<file path="src/rtl/mem_access_unit_pkg.sv">
// mem_access_unit_pkg: RV32I load/store width codes and the access FSM states.
package mem_access_unit_pkg;
    localparam logic [2:0] F3_LB  = 3'b000;
    localparam logic [2:0] F3_LH  = 3'b001;
    localparam logic [2:0] F3_LW  = 3'b010;
    localparam logic [2:0] F3_LBU = 3'b100;
    localparam logic [2:0] F3_LHU = 3'b101;
    localparam logic [2:0] F3_SB  = 3'b000;
    localparam logic [2:0] F3_SH  = 3'b001;
    localparam logic [2:0] F3_SW  = 3'b010;

    typedef enum logic [1:0] {IDLE, RD, WR, RSP} state_t;
endpackage

</file>
<file path="src/rtl/mem_access_unit_if.sv">
// mem_access_unit_if: pipeline request/response and word-memory port of the access unit.
interface mem_access_unit_if #(parameter int ADDR_W = 6);
    logic              req_valid;
    logic              req_ready;
    logic              req_we;
    logic [2:0]        req_funct3;
    logic [31:0]       req_addr;
    logic [31:0]       req_wdata;
    logic              rsp_valid;
    logic [31:0]       rsp_rdata;
    logic              rsp_err;
    logic              mem_read;
    logic              mem_write;
    logic [ADDR_W-1:0] mem_addr;
    logic [31:0]       mem_wdata;
    logic [31:0]       mem_rdata;

    modport master (
        input  req_valid, req_we, req_funct3, req_addr, req_wdata, mem_rdata,
        output req_ready, rsp_valid, rsp_rdata, rsp_err, mem_read, mem_write, mem_addr, mem_wdata
    );
    modport slave (
        output req_valid, req_we, req_funct3, req_addr, req_wdata, mem_rdata,
        input  req_ready, rsp_valid, rsp_rdata, rsp_err, mem_read, mem_write, mem_addr, mem_wdata
    );
endinterface

</file>
<file path="src/rtl/mem_align.sv">
// mem_align: byte-lane extract/extend for loads and read-modify-write merge for SB/SH.
module mem_align
    import mem_access_unit_pkg::*;
(
    input  logic [1:0]  addr_lo,
    input  logic [2:0]  funct3,
    input  logic [31:0] rword,
    input  logic [31:0] wdata,
    output logic [31:0] load_data,
    output logic [31:0] store_word
);
    logic [7:0]  b;
    logic [15:0] h;
    logic [31:0] bmask, bdata, hmask, hdata;

    always_comb begin
        b = rword[{addr_lo, 3'b000} +: 8];
        h = addr_lo[1] ? rword[31:16] : rword[15:0];
        bmask = 32'h0000_00FF << {addr_lo, 3'b000};
        bdata = {24'b0, wdata[7:0]} << {addr_lo, 3'b000};
        hmask = addr_lo[1] ? 32'hFFFF_0000 : 32'h0000_FFFF;
        hdata = addr_lo[1] ? {wdata[15:0], 16'b0} : {16'b0, wdata[15:0]};
        load_data = funct3 == F3_LB  ? {{24{b[7]}}, b} :
                    funct3 == F3_LH  ? {{16{h[15]}}, h} :
                    funct3 == F3_LW  ? rword :
                    funct3 == F3_LBU ? {24'b0, b} :
                    funct3 == F3_LHU ? {16'b0, h} : 32'b0;
        store_word = funct3 == F3_SB ? (rword & ~bmask) | bdata :
                     funct3 == F3_SH ? (rword & ~hmask) | hdata : wdata;
    end
endmodule

</file>
<file path="src/rtl/mem_access_unit.sv">
// mem_access_unit: byte-addressed load/store initiator for a word-wide data memory.
// Sub-word stores run as read-modify-write; bad accesses respond with an error and never reach memory.
module mem_access_unit
    import mem_access_unit_pkg::*;
#(
    parameter int ADDR_W = 6
) (
    input logic               clk,
    input logic               rst_n,
    mem_access_unit_if.master bus
);
    state_t      state;
    logic        we_q;
    logic [2:0]  f3_q;
    logic [1:0]  lo_q;
    logic [31:0] wdata_q;
    logic        legal, err;
    logic [31:0] load_data, store_word;

    always_comb begin
        legal = bus.req_we ? (bus.req_funct3 == F3_SB || bus.req_funct3 == F3_SH || bus.req_funct3 == F3_SW)
                           : (bus.req_funct3 == F3_LB || bus.req_funct3 == F3_LH || bus.req_funct3 == F3_LW ||
                              bus.req_funct3 == F3_LBU || bus.req_funct3 == F3_LHU);
        err = !legal ||
              (bus.req_funct3[1:0] == 2'b01 && bus.req_addr[0]) ||
              (bus.req_funct3[1:0] == 2'b10 && bus.req_addr[1:0] != 2'b00) ||
              (|bus.req_addr[31:ADDR_W+2]);
    end

    // Align sees the live read word so the merge/extract is captured at the end of RD.
    mem_align u_align (
        .addr_lo   (lo_q),
        .funct3    (f3_q),
        .rword     (bus.mem_rdata),
        .wdata     (wdata_q),
        .load_data (load_data),
        .store_word(store_word)
    );

    always_ff @(posedge clk or negedge rst_n) begin
        if (!rst_n) begin
            state         <= IDLE;
            we_q          <= 1'b0;
            f3_q          <= 3'b0;
            lo_q          <= 2'b0;
            wdata_q       <= 32'b0;
            bus.req_ready <= 1'b1;
            bus.rsp_valid <= 1'b0;
            bus.rsp_rdata <= 32'b0;
            bus.rsp_err   <= 1'b0;
            bus.mem_read  <= 1'b0;
            bus.mem_write <= 1'b0;
            bus.mem_addr  <= '0;
            bus.mem_wdata <= 32'b0;
        end else begin
            case (state)
                IDLE: if (bus.req_valid) begin
                    we_q          <= bus.req_we;
                    f3_q          <= bus.req_funct3;
                    lo_q          <= bus.req_addr[1:0];
                    wdata_q       <= bus.req_wdata;
                    bus.req_ready <= 1'b0;
                    if (err) begin
                        state         <= RSP;
                        bus.rsp_valid <= 1'b1;
                        bus.rsp_err   <= 1'b1;
                    end else if (bus.req_we && bus.req_funct3 == F3_SW) begin
                        state         <= WR;
                        bus.mem_write <= 1'b1;
                        bus.mem_addr  <= bus.req_addr[ADDR_W+1:2];
                        bus.mem_wdata <= bus.req_wdata;
                    end else begin
                        state         <= RD;
                        bus.mem_read  <= 1'b1;
                        bus.mem_addr  <= bus.req_addr[ADDR_W+1:2];
                    end
                end
                RD: begin
                    bus.mem_read <= 1'b0;
                    if (!we_q) begin
                        state         <= RSP;
                        bus.rsp_valid <= 1'b1;
                        bus.rsp_rdata <= load_data;
                        bus.mem_addr  <= '0;
                    end else begin
                        state         <= WR;
                        bus.mem_write <= 1'b1;
                        bus.mem_wdata <= store_word;
                    end
                end
                WR: begin
                    state         <= RSP;
                    bus.mem_write <= 1'b0;
                    bus.mem_addr  <= '0;
                    bus.mem_wdata <= 32'b0;
                    bus.rsp_valid <= 1'b1;
                end
                RSP: begin
                    state         <= IDLE;
                    bus.rsp_valid <= 1'b0;
                    bus.rsp_err   <= 1'b0;
                    bus.rsp_rdata <= 32'b0;
                    bus.req_ready <= 1'b1;
                end
                default: state <= IDLE;
            endcase
        end
    end
endmodule

</file>
<file path="src/flat_wrapper.sv">
// flat-port wrapper written by rule: the top's interface ports become plain ports
module mem_access_unit_flat import mem_access_unit_pkg::*;
#(
    parameter int ADDR_W = 6
)
  (clk, rst_n, bus_req_valid, bus_req_we, bus_req_funct3, bus_req_addr, bus_req_wdata, bus_mem_rdata, bus_req_ready, bus_rsp_valid, bus_rsp_rdata, bus_rsp_err, bus_mem_read, bus_mem_write, bus_mem_addr, bus_mem_wdata);
  mem_access_unit_if #(.ADDR_W(ADDR_W)) bus_i ();
  input logic clk;
  input logic rst_n;
  input wire logic [$bits(bus_i.req_valid)-1:0] bus_req_valid;
  input wire logic [$bits(bus_i.req_we)-1:0] bus_req_we;
  input wire logic [$bits(bus_i.req_funct3)-1:0] bus_req_funct3;
  input wire logic [$bits(bus_i.req_addr)-1:0] bus_req_addr;
  input wire logic [$bits(bus_i.req_wdata)-1:0] bus_req_wdata;
  input wire logic [$bits(bus_i.mem_rdata)-1:0] bus_mem_rdata;
  output wire logic [$bits(bus_i.req_ready)-1:0] bus_req_ready;
  output wire logic [$bits(bus_i.rsp_valid)-1:0] bus_rsp_valid;
  output wire logic [$bits(bus_i.rsp_rdata)-1:0] bus_rsp_rdata;
  output wire logic [$bits(bus_i.rsp_err)-1:0] bus_rsp_err;
  output wire logic [$bits(bus_i.mem_read)-1:0] bus_mem_read;
  output wire logic [$bits(bus_i.mem_write)-1:0] bus_mem_write;
  output wire logic [$bits(bus_i.mem_addr)-1:0] bus_mem_addr;
  output wire logic [$bits(bus_i.mem_wdata)-1:0] bus_mem_wdata;
  assign bus_i.req_valid = bus_req_valid;
  assign bus_i.req_we = bus_req_we;
  assign bus_i.req_funct3 = bus_req_funct3;
  assign bus_i.req_addr = bus_req_addr;
  assign bus_i.req_wdata = bus_req_wdata;
  assign bus_i.mem_rdata = bus_mem_rdata;
  assign bus_req_ready = bus_i.req_ready;
  assign bus_rsp_valid = bus_i.rsp_valid;
  assign bus_rsp_rdata = bus_i.rsp_rdata;
  assign bus_rsp_err = bus_i.rsp_err;
  assign bus_mem_read = bus_i.mem_read;
  assign bus_mem_write = bus_i.mem_write;
  assign bus_mem_addr = bus_i.mem_addr;
  assign bus_mem_wdata = bus_i.mem_wdata;
  mem_access_unit #(.ADDR_W(ADDR_W)) u_core (.clk(clk), .rst_n(rst_n), .bus(bus_i));
endmodule
</file>
<file path="config.mk">
export PLATFORM = sky130hd
export DESIGN_NAME = mem_access_unit_flat
export DESIGN_NICKNAME = d
export VERILOG_FILES = /design/src/rtl/mem_access_unit_pkg.sv /design/src/rtl/mem_access_unit_if.sv /design/src/rtl/mem_align.sv /design/src/rtl/mem_access_unit.sv /design/src/flat_wrapper.sv
export SDC_FILE = /design/constraint.sdc
export NUM_CORES = 1
export LEC_CHECK = 0
export ABC_CLOCK_PERIOD_IN_PS = 5400
export BUFFER_PORTS_ARGS = -buffer_cell sky130_fd_sc_hd__buf_2
export CAP_MARGIN = 25
export CORE_UTILIZATION = 50
export CTS_BUF_LIST = sky130_fd_sc_hd__clkbuf_8
export DETAILED_ROUTE_END_ITERATION = 8
export HOLD_SLACK_MARGIN = 0.1
export PLACE_DENSITY = 0.77
export SYNTH_ARGS = -nofsm -noshare
export SYNTH_HDL_FRONTEND = slang
export SYNTH_HIERARCHICAL = 1
export SYNTH_SLANG_ARGS = --single-unit
export TNS_END_PERCENT = 30
</file>
<file path="constraint.sdc">
create_clock -name clk -period 5.4 [get_ports clk]
set_input_delay 0.81 -clock clk [delete_from_list [all_inputs] [get_ports clk]]
set_output_delay 0.81 -clock clk [all_outputs]
set_load 0.01 [all_outputs]
</file>
* Word-level counts from Yosys, hierarchy flattened
Index checks and enable logic that the tools add are counted.
** Cells by class
- Equality and inequality tests :: 20
- Shift-type cells :: 3
- Muxes and demuxes :: 43
- Bitwise operators :: 6
- Reductions and logical operators :: 28
** Operators with widths (number)
- $mux 32 :: 12
- $pmux 32 s3 :: 1
- $and 32x32->32 :: 2
- $not 32->32 :: 2
- $or 32x32->32 :: 2
- $pmux 32 s2 :: 1
- $mux 16 :: 3
- $shiftx 32x6->8 :: 1
- $shl 8x5->32 :: 1
- $shl 8x5->32 const A :: 1
- $reduce_or 24->1 :: 1
- $mux 6 :: 3
- $pmux 6 s3 :: 1
- $mux 1 :: 13
- $eq 3x3->1 const B :: 4
- $ne 2x2->1 const B :: 4
- $pmux 2 s4 :: 1
- $reduce_and 4->1 :: 2
- $reduce_bool 2->1 :: 4
- $logic_or 1x1->1 :: 7
- $eq 2x2->1 const B :: 3
- $eq 3x1->1 const B :: 2
- $eq 3x2->1 const B :: 2
- $logic_not 3->1 :: 2
- other kinds (13) :: 25
** Word-level totals
- Register bits :: 115
- Input port bits :: 103
- Logic and storage cells :: 113

* Depth between registers and ports, before layout
- Depth in word-level cells :: 13
- Depth in mapped cells :: 9

* Cells and area by module
The synthesis kept the hierarchy.
** Modules (own cells, without submodules)
- mem_access_unit :: instances 1, cells each 350, area an instance 4838.4 µm², seq. area each 2879.0 µm²
- mem_align :: instances 1, cells each 249, area an instance 1667.8 µm², seq. area each 0.0 µm²

* Worst setup path before layout
Ideal clock, no wire load.
- Path type :: input-to-reg
- Start :: in bus_req_addr[12]
- End :: reg u_core.bus.mem_wdata[0]
- Setup time :: 0.125 ns
- Data arrival time :: 2.387 ns
- Data required time :: 5.275 ns
- Slack :: 2.888 ns
- Stages :: 5
- Buffers on the path :: 1
- Cell sequence :: nor4_1 > o2111ai_4 > o31ai_4 > buf_6 > mux2_2
** On the way
- Cells in the longest elaborated chain, start to end :: 4
** Ends and longest elaborated chain
- start, declared :: line flat_wrapper.sv:13 : input wire logic [$bits(bus_i.req_addr)-1:0] bus_req_addr;
- $reduce_or 24->1 :: line mem_access_unit.sv:27 : (|bus.req_addr[31:ADDR_W+2]);
- $logic_or 1x1->1 :: line mem_access_unit.sv:26 : (bus.req_funct3[1:0] == 2'b10 && bus.req_addr[1:0] != 2'b00) ||
- $ne 2x2->1 (no source line)
- $reduce_and 5->1 (no source line)
- end signal, assigned :: line mem_access_unit.sv:71 : bus.mem_wdata <= bus.req_wdata;
- end signal, assigned :: line mem_access_unit.sv:88 : bus.mem_wdata <= store_word;
- end, declared :: line mem_access_unit_if.sv:20 : output req_ready, rsp_valid, rsp_rdata, rsp_err, mem_read, mem_write, mem_addr, mem_wdata
Every way passes these cells.
A chain may end at the register's enable or synchronous reset.

* Final worst setup path
- Start :: in bus_req_addr[9]
- End :: reg u_core.bus.mem_wdata[9]
Same word-level chain as after synthesis.

==> flow_metrics.py <==
metrics = {
    "run_status": {
        "outcome": "complete, no violations",
    },
    "routing": {
        "detailroute.via_count": 5758,
        "antenna_violating_nets_post_route": 0,
        "route.detailed.wl_per_inst_microns": 20.37,
        "drt_initial_violations": 613,
        "drt-pass1-iter-count": 6,
        "vias_per_cell": 6.113,
        "drt_wl_total_microns": 19190,
        "drc_violation_count_after_routing": 0,
    },
    "logic_synthesis": {
        "warnings_from_yosys": 6,
        "syn-mean-instance-area_sq_um": 10.86,
        "post-synth-top-area-cell": "sky130_fd_sc_hd__dfrtp_1",
        "synth-edff-count": 0,
        "ys_types": 50,
        "yosys_most_used_dff": "sky130_fd_sc_hd__dfrtp_1",
        "syn_area_sq_um": 6506,
        "mappedNetlistNets": 706,
        "ys_async_sr_fraction": 1.000,
        "postSynthRegisterBits": 115,
        "postSynthCellCount": 599,
        "netlist_top_cells_area": "sky130_fd_sc_hd__dfrtp_1 (44%), sky130_fd_sc_hd__mux2_2 (13%), sky130_fd_sc_hd__a22o_1 (8.6%), sky130_fd_sc_hd__mux2i_1 (7.4%), sky130_fd_sc_hd__nand2_1 (3.5%)",
        "yosysSeqAreaShare": 0.4425,
        "yosys.area.top_type_share": 0.4385,
    },
    "floorplan": {
        "floorplan.die_area_sq_um": 13470,
        "placementRows": 41,
        "top_level_ports": 178,
        "die_w_microns": 116.1,
        "die_y_microns": 116.1,
        "floorplan.initialDensity": 0.5135,
        "placeableCoreArea_sq_um": 12670,
    },
    "setup_path": {
        "cpLargestDelayFamily": "simple AND/OR/NAND/NOR gates",
        "path_max_fanout": 33,
        "required_ps": 5720,
        "r2r-start": "u_core/lo_q[1]$_DFFE_PN0P_",
        "worst-endpoint-arrival_ps": 2880,
        "worstRegToRegCells": 6,
        "criticalPathCategory": "in -> reg",
        "critical_path.cell_chain": "buf_2 > nor4_1 > and4_1 > o2111ai_4 > o31ai_4 > buf_4 > mux2_2",
        "critical_path_buf_inv_count": 2,
        "startpoint_type": "input pin",
        "r2r_slack_ps": 2880,
        "timing.critical_path.slowest_cell_delay_ps": 420,
        "crit-reg2reg-capture": "u_core/bus.rsp_rdata[23]$_DFFE_PN0P_",
        "worst_setup_end_kind": "flip-flop",
        "cp_slowest_cell": "sky130_fd_sc_hd__buf_4",
    },
    "timing": {
        "report.final.slew_viol_count": 0,
        "setup_repair_after_global_routing_missed_its_margin": "false",
        "clock.fmax_ghz": 0.3913,
        "layout_worst_path_cycle_share": 0.4733,
        "shortest_period_the_worst_path_allows_ps": 2556,
        "finalClockSkew_ps": 10.77,
        "finalSetupViolCount": 0,
        "max-slew-margin-rel": 0.4286,
        "timing.final.hold_violations": 0,
        "tightest_slew_ps": 857.2,
        "totalNegativeSetupSlack_ps": 0,
    },
    "grt": {
        "grt_pass1_vias": 5541,
        "grt_pass1_wl_microns": 30240,
        "antenna_found_initial": 0,
        "largest_net_degree_at_the_start_of_global_routing": 71,
        "global_route.overflow_total": 0,
        "grt.total_usage": 0.3020,
    },
    "cells_and_area": {
        "n_antenna_cell": 0,
        "fillCellCount": 1055,
        "multi_input_comb_area_sq_um": 3303,
        "layout.area.seq_sq_um": 2879,
        "synthToLayoutAreaGrowth_pct": 23.33,
        "final_nets": 864,
        "ratio_of_cells_with_drive_above_1_in_the_final_layout": 0.4000,
        "post-route-util": 0.6333,
    },
    "placement": {
        "routabilityCongestion": 0.9740,
        "io_buffers": 177,
        "hpwl_microns": 14080,
    },
    "clock_tree": {
        "worst_skew_late_latency_ps": 450,
        "post-cts-setup-buffers": 0,
        "count_of_hold_buffers_inserted_by_post_cts_repair": 0,
        "cts.repair.resized": 0,
        "cts_tree": "built",
        "clk_pin_slew_worst_paths_ps": 70,
        "cts_made_buffers": 17,
        "cts_root_buffer": "sky130_fd_sc_hd__clkbuf_8",
        "cts_num_sinks": 115,
        "ctsLongestPathBuffers": 2,
        "ctsHtreeMaxLevel": 4,
    },
    "power_and_ir_drop": {
        "power-per-cell-area_nw_per_um2": 671.3,
        "vdd_ir_drop_max_v": 0.0003269,
        "leakagePower_nw": 3.942,
    },
    "worst_hold_path": {
        "min_path_type": "in -> async",
    },
    "job": {
        "cap_viol_max_count": 0,
    },
}
## metrics by stage
stage | power, mW | hold WS, ps | worst slack, ps | cells | area, sq um
final | 5.387 | 365.3 | 2844 | 942 | 8024
after detailed placement | 4.313 | 473.9 | 2470 | 909 | 7492
after global placement | 4.137 | 476.9 | 2579 | 905 | 7395
after floorplan | 3.565 | 480.0 | 2888 | 599 | 6506
after CTS | 5.339 | 370.8 | 2766 | 941 | 7996
after global routing | 5.721 | 385.1 | 2675 | 942 | 8024
## cell families (layout without fill, tap and decap cells)
| kind of cell | after synthesis | in the layout | share of synthesized area |
|---|---|---|---|
| compound gates | 184 | 184 | 0.2117 |
| mux | 126 | 126 | 0.2088 |
| flops | 115 | 115 | 0.4425 |
| simple gates | 104 | 104 | 0.07846 |
| buf+inv | 66 | 237 | 0.05077 |
| fa+ha+maj | 4 | 4 | 0.007693 |
## cells in the mapped netlist (5+ instances only)
cell / instances
sky130_fd_sc_hd__clkbuf_1: 26
sky130_fd_sc_hd__nand2_1: 60
sky130_fd_sc_hd__buf_1: 5
sky130_fd_sc_hd__mux2_2: 77
sky130_fd_sc_hd__a21oi_1: 27
sky130_fd_sc_hd__a22o_1: 64
sky130_fd_sc_hd__nor4_1: 7
sky130_fd_sc_hd__a222oi_1: 8
sky130_fd_sc_hd__buf_6: 8
sky130_fd_sc_hd__dfrtp_1: 114
sky130_fd_sc_hd__o21ai_0: 33
sky130_fd_sc_hd__mux2i_1: 48
sky130_fd_sc_hd__o211ai_1: 24
sky130_fd_sc_hd__inv_1: 17
sky130_fd_sc_hd__nor2_1: 12
sky130_fd_sc_hd__a221o_1: 9
## final cells by class
class	count	share of cell area
clock buffers	22	0.03774
clock inverters	10	0.02511
well taps	172	0.02682
inverters	17	0.007953
repair buffers	188	0.1319
flip-flops and latches	115	0.3588
multi-input cells	418	0.4117
## where the power goes
part / switching (mW) / internal, mW / total, mW / leakage [nW]
Clock: 0.343 / 0.655 / 0.998 / 0.262
Sequential: 0.337 / 1.23 / 1.57 / 1.46
Combinational: 1.48 / 1.35 / 2.82 / 2.22
Total: 2.16 / 3.23 / 5.39 / 3.94
## cell usage in the layout, fill, tap and decap left out, drive strengths merged, types with 2 or more instances in the layout
cell type / instances
buf: 188
dfrtp: 114
mux2: 78
a22o: 64
nand2: 60
mux2i: 48
o21ai: 37
a21oi: 27
o211ai: 24
clkbuf: 22
inv: 19
nor2: 13
a221o: 9
a222oi: 8
nor4: 7
bufinv: 6
nand2b: 5
a31oi: 4
ha: 4
nand3: 3
nor3b: 3
nor3: 3
nand4: 2
or4: 2
or3: 2
o22ai: 2
clkinv: 2
## registers in the layout (all words and copies together), names as in the netlist, 2 cells and up
name,count
u_core/bus.mem_wdata,32
u_core/bus.rsp_rdata,32
u_core/wdata_q,32
u_core/bus.mem_addr,6
u_core/f3_q,3
u_core/lo_q,2
u_core/state,2
## how the worst max path moves through the flow
| stage | start | endpoint | slack, ps | depth (start not counted) |
|---|---|---|---|---|
| after floorplan | bus_req_addr[12] | u_core/bus.mem_wdata[0]$_DFFE_PN0P_ | 2890 | 5 |
| after global placement | bus_req_addr[12] | u_core/bus.mem_wdata[22]$_DFFE_PN0P_ | 2580 | 6 |
| after detailed placement | bus_req_addr[9] | u_core/bus.mem_wdata[9]$_DFFE_PN0P_ | 2470 | 7 |
| after CTS | u_core/f3_q[0]$_DFFE_PN0P_ | u_core/bus.mem_wdata[10]$_DFFE_PN0P_ | 2770 | 6 |
| after global routing | bus_req_addr[13] | u_core/bus.mem_wdata[9]$_DFFE_PN0P_ | 2670 | 6 |
| final | bus_req_addr[9] | u_core/bus.mem_wdata[9]$_DFFE_PN0P_ | 2840 | 7 |
## routing by layer
| layer | share of wire | up-vias | global-route usage |
|---|---|---|---|
| met5 | 0 | - | 0 |
| met3 | 0.075 | 44 | 0.06119 |
| met2 | 0.47 | 298 | 0.4710 |
| met1 | 0.42 | 2836 | 0.4082 |
| li1 | - | 2580 | - |
| met4 | 0.026 | 0 | 0.1316 |
Power figures use the tool's default switching activity.
